File: config.mk
export PLATFORM = sky130hd
export DESIGN_NAME = packet_dispatcher
export DESIGN_NICKNAME = d
export VERILOG_FILES = /design/src/rtl/packet_dispatcher.sv
export SDC_FILE = /design/constraint.sdc
export NUM_CORES = 1
export LEC_CHECK = 0
export ABC_AREA = 1
export ABC_CLOCK_PERIOD_IN_PS = 3650
export CORE_MARGIN = 1
export CORE_UTILIZATION = 30
export DETAILED_ROUTE_END_ITERATION = 12
export DONT_BUFFER_PORTS = 1
export GPL_ROUTABILITY_DRIVEN = 0
export PLACE_DENSITY_LB_ADDON = 0.15
export SETUP_SLACK_MARGIN = 0.05
export SLEW_MARGIN = 15
export SYNTH_ARGS = -nofsm -noshare
export SYNTH_HDL_FRONTEND = slang
export SYNTH_SLANG_ARGS = --single-unit
File: constraint.sdc
create_clock -name clk -period 3.65 [get_ports clk]
set_clock_uncertainty 0.05 [all_clocks]
set_input_delay 0.5475 -clock clk [delete_from_list [all_inputs] [get_ports clk]]
set_output_delay 0.5475 -clock clk [all_outputs]
set_load 0.02 [all_outputs]
File: src/rtl/packet_dispatcher.sv
// rtl/packet_dispatcher.sv - round-robin packet dispatcher into per-core packet buffers
module packet_dispatcher #(
  parameter int NUM_BUF   = 4,
  parameter int MAX_WORDS = 255
) (
  input  logic               clk,
  input  logic               reset,
  input  logic [63:0]        src_data,
  input  logic [23:0]        src_route,
  input  logic               src_bop,
  input  logic               src_eop,
  input  logic               src_wr,
  output logic               src_rdy,
  output logic [63:0]        buf_data,
  output logic [23:0]        buf_pkt_route,
  output logic [NUM_BUF-1:0] buf_wr,
  output logic [NUM_BUF-1:0] buf_req,
  input  logic [NUM_BUF-1:0] buf_ack,
  input  logic [NUM_BUF-1:0] buf_empty,
  output logic [31:0]        pkt_count,
  output logic [15:0]        trunc_count,
  output logic [15:0]        err_count
);

  localparam int IW = (NUM_BUF > 1) ? $clog2(NUM_BUF) : 1;

  typedef enum logic [2:0] {S_IDLE, S_REQ, S_XFER, S_FLUSH, S_RELEASE} state_t;

  state_t               state;
  logic [IW-1:0]        sel;
  logic [IW-1:0]        rr_ptr;
  logic [IW-1:0]        pick;
  logic [IW:0]          cand;
  logic                 any_empty;
  logic [7:0]           word_cnt;
  logic                 trunc_flag;
  logic [NUM_BUF-1:0]   sel_oh;

  // First empty buffer at or after rr_ptr, wrapping modulo NUM_BUF.
  always_comb begin
    pick      = '0;
    any_empty = 1'b0;
    cand      = '0;
    for (int i = 0; i < NUM_BUF; i++) begin
      cand = {1'b0, rr_ptr} + (IW+1)'(i);
      if (cand >= (IW+1)'(NUM_BUF))
        cand = cand - (IW+1)'(NUM_BUF);
      if (!any_empty && buf_empty[cand[IW-1:0]]) begin
        any_empty = 1'b1;
        pick      = cand[IW-1:0];
      end
    end
  end

  always_comb begin
    sel_oh = '0;
    for (int i = 0; i < NUM_BUF; i++)
      sel_oh[i] = (sel == IW'(i));
  end

  // Orphan words are drained in IDLE; the bop word waits until XFER.
  assign src_rdy = !reset && ((state == S_IDLE && src_wr && !src_bop) || state == S_XFER);
  assign buf_req = (state == S_REQ || state == S_XFER || state == S_FLUSH) ? sel_oh : '0;

  always_ff @(posedge clk) begin
    if (reset) begin
      state         <= S_IDLE;
      sel           <= '0;
      rr_ptr        <= '0;
      word_cnt      <= '0;
      trunc_flag    <= 1'b0;
      buf_data      <= '0;
      buf_pkt_route <= '0;
      buf_wr        <= '0;
      pkt_count     <= '0;
      trunc_count   <= '0;
      err_count     <= '0;
    end else begin
      buf_wr <= '0;
      case (state)
        S_IDLE: begin
          if (src_wr && !src_bop) begin
            err_count <= err_count + 16'd1;
          end else if (src_wr && src_bop && any_empty) begin
            sel           <= pick;
            buf_pkt_route <= src_route;
            word_cnt      <= '0;
            state         <= S_REQ;
          end
        end
        S_REQ: begin
          if (buf_ack[sel])
            state <= S_XFER;
        end
        S_XFER: begin
          if (src_wr) begin
            buf_data <= src_data;
            if (word_cnt < 8'(MAX_WORDS)) begin
              buf_wr   <= sel_oh;
              word_cnt <= word_cnt + 8'd1;
            end else begin
              trunc_flag <= 1'b1;
            end
            if (src_eop)
              state <= S_FLUSH;
          end
        end
        S_FLUSH: state <= S_RELEASE;
        S_RELEASE: begin
          if (!buf_ack[sel]) begin
            pkt_count <= pkt_count + 32'd1;
            if (trunc_flag)
              trunc_count <= trunc_count + 16'd1;
            trunc_flag <= 1'b0;
            rr_ptr     <= (sel == IW'(NUM_BUF-1)) ? '0 : sel + 1'b1;
            state      <= S_IDLE;
          end
        end
        default: state <= S_IDLE;
      endcase
    end
  end

endmodule

==> results.yml, run 1 <==
critical_path:
  arrival_ns: 1.81
  cp_cell_sequence: "inv_2 > nor2_4 > inv_2 > a21oi_1"
  r2r_start: "rr_ptr[0]$_SDFFE_PP0P_"
  max_stage_delay_ns: 0.49
  path_depth: 4
  critical_path_class: "flop to output port"
  cp.buffers_inverters: 2
  worst_setup_path_start_kind: "flop"
  critPathMaxFanout: 8
  critPathCaptureType: "output port"
  cp-startpoint: "state[1]$_SDFFE_PP0P_"
  cp_common_cell: "inv_2"
  cp_top_family: "compound AO/OA/AOI/OAI gates"
  r2r_cells: 10
  critPathSlowestCell: "a21oi_1"
  cp.required_ns: 3.05
power_and_ir_drop:
  power_density_nw_per_um2: 597
  p_leak_nw: 3.30
  max-vdd-ir-drop_uv: 219
timing:
  hold_viol_final: 0
  fin_setup_tns_ns: 0
  layout_min_cycle_time_ns: 2.41
  grt_setup_unrepaired: "false"
  fin_crit_sh: 0.659
  drv_slew: 0
  maxSlewHeadroom: 0.289
  worst_pin_slew_ns: 1.07
  max_freq_ghz: 0.416
  setup_viol: 0
finish:
  area_delta_synth_final_pct: 10.2
  regArea_um2: 3440
  nets: 1184
  drive_gt1_frac: 0.0662
  final_area_um2: 8550
  antenna_cells: 0
  fillCellCount: 2750
  multi_input_area_um2: 3740
clocking:
  h-tree-depth: 4
  clock_path_buffers: 2
  numCtsBuffers: 17
  postCtsHoldBufs: 0
  root_buffer: "clkbuf_16"
  ctsResizeCount: 0
  cts_setup_buffers: 0
  cts_tree: "built"
  cts_sinks: 172
  insertion_delay_ns: 0.43
  clk_pin_slew_worst_paths_ns: 0.07
synth:
  synthFlopType: "dfxtp_1"
  syn-instance-count: 1096
  synthMostInstantiatedCell: "nand2_1"
  synth_edf_count: 0
  ys_seq_area_frac: 0.443
  syn_nets: 1205
  ys_ff_latch: 172
  synth_area_leaders: "dfxtp_1 44%, nand2_1 11%, nor2_1 10%, o21ai_0 6.1%, a21oi_1 5.3%"
  ys_async_sr_fraction: 0
  syn_avg_cell_area_um2: 7.08
  synthesis.area_um2: 7760
  synthTopCellsByCount: "227 x nand2_1, 213 x nor2_1, 172 x dfxtp_1"
  yosysTopAreaCellShare: 0.443
  synth-warning-count: 0
  synth.distinct_cells: 42
  yosysTopAreaCell: "dfxtp_1"
floorplanning:
  die_x_um: 163
  start_util: 0.307
  core_area_um2: 25300
  die-area_um2: 26500
  dieHeight_um: 163
  fp-row-count: 58
  ioPinCount: 262
placed_design:
  place.detailed.hpwl_mm: 15.0
  io_buffers: 0
  placed_area_um2: 7970
grt:
  grt_pass1_wl_mm: 34.6
  first_global_vias: 6570
  grt-ovfl-total: 0
  antenna_found_initial: 0
  grt_start_max_net_pins: 66
  track_usage: 0.164
worst_hold_path:
  hp-class: "input pin to flop"
  min_from: "reset"
  whs_path_depth: 1
flow_run:
  drv_cap: 0
status:
  status: "completed"
routing:
  drt-initial-drc-count: 416
  totalWireLength_mm: 21.6
  drtPass1Iterations: 4
  postRouteAntennaNets: 0
  drcViolationCount: 0
  vias: 6776
  routed_via_density: 4.78
  post_drt_wl_per_cell_um: 15.2
[registers in the layout, summed over array words and instances (netlist names)]
signal	cells
buf_data	64
pkt_count	32
buf_pkt_route	24
err_count	16
trunc_count	16
word_cnt	8
buf_wr	4
state	3
rr_ptr	2
sel	2
trunc_flag	1
[worst paths after layout]
path	to	slack, ns
worst max-delay path	src_rdy	1.24
worst min-delay path	pkt_count[30]$_SDFFE_PP0P_	0.14
worst max register to register	sel[0]$_SDFFE_PP0P_	1.41
worst min register to register	word_cnt[5]$_SDFFE_PP0P_	0.43
[metrics by stage]
| stage | utilization | hold slack (ns) | total power, mW | cells | setup WS (ns) |
|---|---|---|---|---|---|
| 6_report | 0.339 | 0.136 | 5.11 | 1418 | 1.24 |
| 5_1_grt | 0.339 | 0.106 | 5.42 | 1418 | 1.12 |
| 3_3_place_gp | 0.316 | 0.422 | 3.32 | 1386 | 1.41 |
| 4_1_cts | 0.339 | 0.106 | 5.20 | 1418 | 1.17 |
| 2_1_floorplan | - | 0.402 | 3.17 | 1096 | 1.76 |
| 3_5_place_dp | 0.316 | 0.421 | 3.32 | 1386 | 1.38 |
[power breakdown]
group          total, mW  switching, mW  internal, mW  leakage (nW)
sequential          2.45          0.367          2.09          1.39
clock               1.85          0.875         0.972         0.277
combinational      0.810          0.560         0.250          1.63
total               5.11           1.80          3.31          3.30
[layout make-up]
type	instances	area share
sequential	172	0.403
clock buffer	18	0.0502
multi-input combinational	789	0.437
timing repair buffer	2	0.00322
inverter	93	0.0412
tap	330	0.0483
clock inverter	14	0.0178
[cells by family after synthesis]
| kind of cell | after synthesis | share of synthesized area |
|---|---|---|
| AO/OA/AOI/OAI | 189 | 0.125 |
| flip-flops | 172 | 0.443 |
| buffers and inverters | 135 | 0.0754 |
| adder cells (fa/ha/maj) | 8 | 0.0129 |
| AND/OR/NAND/NOR | 580 | 0.330 |
| XOR/XNOR | 12 | 0.0135 |
[metal layers]
metal / GRT usage / vias up / routed length [µm]
met5: 0 / - / 0
met1: 0.197 / 3032 / 9470
met4: 0.0489 / 0 / 212
met3: 0.0611 / 13 / 2120
li1: - / 3502 / -
met2: 0.271 / 229 / 9750
[placed cells by master (no fill, tap or decap), types with 4 or more instances in the layout]
master     synthesis  routed
inv_8              0       5
nand3b_1           9       9
nor2_4             5       5
nand2_2            7       7
ha_1               8       8
xor2_1             5       5
inv_1             85      84
o21ai_0           94      94
a21oi_1           83      83
nand4_1           16      16
nor2_1           213     213
dfxtp_1          172     172
inv_2              6       7
nand2_4            4       4
nand2_1          227     227
nand3_1           44      44
nor3_1            33      33
xnor2_1            7       7
clkbuf_16          0      17
Power figures use the tool's default switching activity.
==> inputs of run 2 (changes only) <==
- ABC_CLOCK_PERIOD_IN_PS: 3650 -> 2500
- clock period: 3.65 -> 2.5 ns (I/O delays scaled with it)
==> results.yml, run 2 (synthesis gave the netlist of run 1 again) <==
floorplanning:
  start_util: 0.307
  fp-row-count: 58
  dieHeight_um: 163
  core_area_um2: 25300
  die_x_um: 163
  die-area_um2: 26500
  ioPinCount: 262
clocking:
  clk_pin_slew_worst_paths_ns: 0.08
  root_buffer: "clkbuf_16"
  cts_sinks: 172
  insertion_delay_ns: 0.42
  h-tree-depth: 4
  numCtsBuffers: 17
  cts_tree: "built"
  clock_path_buffers: 2
  ctsResizeCount: 0
routing:
  drtPass1Iterations: 5
  postRouteAntennaNets: 0
  post_drt_wl_per_cell_um: 15.1
  routed_via_density: 4.79
  drt-initial-drc-count: 375
  drcViolationCount: 0
  vias: 6871
  totalWireLength_mm: 21.6
critical_path:
  regToRegSetupSlack_ns: 0.36
  worst_setup_path_start_kind: "flop"
  arrival_ns: 1.78
  critPathCaptureType: "output port"
  critical_path_class: "flop to output port"
  cp.required_ns: 2.08
  critPathMaxFanout: 8
power_and_ir_drop:
  max-vdd-ir-drop_uv: 354
  p_leak_nw: 3.44
  power_density_nw_per_um2: 897
finish:
  area_delta_synth_final_pct: 13.4
  multi_input_area_um2: 3740
  regArea_um2: 3440
  drive_gt1_frac: 0.0806
  antenna_cells: 0
  regMostFlops: "buf_data"
  fillCellCount: 2721
  nets: 1201
  final_common_cell: "nand2_1"
  largest_register_ffs: 64
  final_cell_mix: "227 x nand2_1, 213 x nor2_1, 172 x dfxtp_1"
  top_regs: "buf_data x64, pkt_count x32, buf_pkt_route x24"
grt:
  first_global_vias: 6582
  grt_start_max_net_pins: 66
  grt-ovfl-total: 0
  grt_pass1_wl_mm: 34.2
  track_usage: 0.163
  antenna_found_initial: 0
timing:
  grt_setup_unrepaired: "false"
  worst_pin_slew_ns: 0.904
  drv_slew: 0
  fin_setup_tns_ns: 0
  whs_ns: 0.0274
  max_freq_ghz: 0.453
  hold_viol_final: 0
  setup_viol: 0
  maxSlewHeadroom: 0.395
  layout_min_cycle_time_ns: 2.21
  fin_crit_sh: 0.884
placed_design:
  io_buffers: 0
  place.detailed.hpwl_mm: 15.3
flow_run:
  drv_cap: 0
status:
  status: "completed"
worst_hold_path:
  hp-class: "input pin to flop"
## run 2: cell types whose count changed in the layout (fill, tap and decap cells not counted), sizes merged
cell      change
inv           -2
bufinv        +4
clkinvlp      -1
clkinv        -2
buf          +17
## run 2: layout make-up
class	count	area share
Tap cell	330	0.0469
Multi-Input combinational cell	789	0.424
Inverter	93	0.0401
Sequential cell	172	0.391
Clock inverter	13	0.0262
Timing Repair Buffer	19	0.0213
Clock buffer	18	0.0499
## run 2: repair_timing
item,CTS,global route
buffers inserted,0,0
hold buffers,1,0
setup endpoints to repair,0,0
endpoints found under the hold margin,60,0
## run 2: report_power, final
| part | leakage (nW) | internal [mW] | total (mW) | switching (mW) |
|---|---|---|---|---|
| combinational | 1.73 | 0.392 | 1.24 | 0.849 |
| clock | 0.320 | 1.83 | 3.08 | 1.24 |
| sequential | 1.39 | 3.05 | 3.58 | 0.529 |
## run 2: layer usage
| layer | wire [µm] | GRT usage |
|---|---|---|
| met4 | 208 | 0.0459 |
| met1 | 9560 | 0.197 |
| met5 | 0 | 0 |
| met3 | 1990 | 0.0532 |
| met2 | 9860 | 0.274 |
## run 2: path summary, 6_finish.rpt
path,from,endpoint,depth (start not counted)
worst min register to register,word_cnt[5]$_SDFFE_PP0P_,word_cnt[5]$_SDFFE_PP0P_,2
worst max register to register,sel[0]$_SDFFE_PP0P_,pkt_count[7]$_SDFFE_PP0P_,10
worst max-delay path,state[1]$_SDFFE_PP0P_,src_rdy,4
worst min-delay path,src_data[61],buf_data[61]$_SDFFE_PP0P_,2
## run 2: critical path, cell delays in order (launching register included)
cell and delay, ns:
dfxtp_1 0.46, inv_2 0.09, nor2_4 0.20, inv_2 0.13, a21oi_1 0.48
## run 2: metrics by stage
stage                     setup slack (ns)  total power [mW]  instance area, µm²   util  instances
after global placement               0.369              4.87                8110  0.321       1402
final                                0.291              7.89                8800  0.349       1434
after floorplan                      0.648              4.62                7760      -       1096
after CTS                            0.224              8.01                8800  0.349       1434
after detailed placement             0.373              4.87                8110  0.321       1402
after global routing                0.0685              8.30                8800  0.349       1434
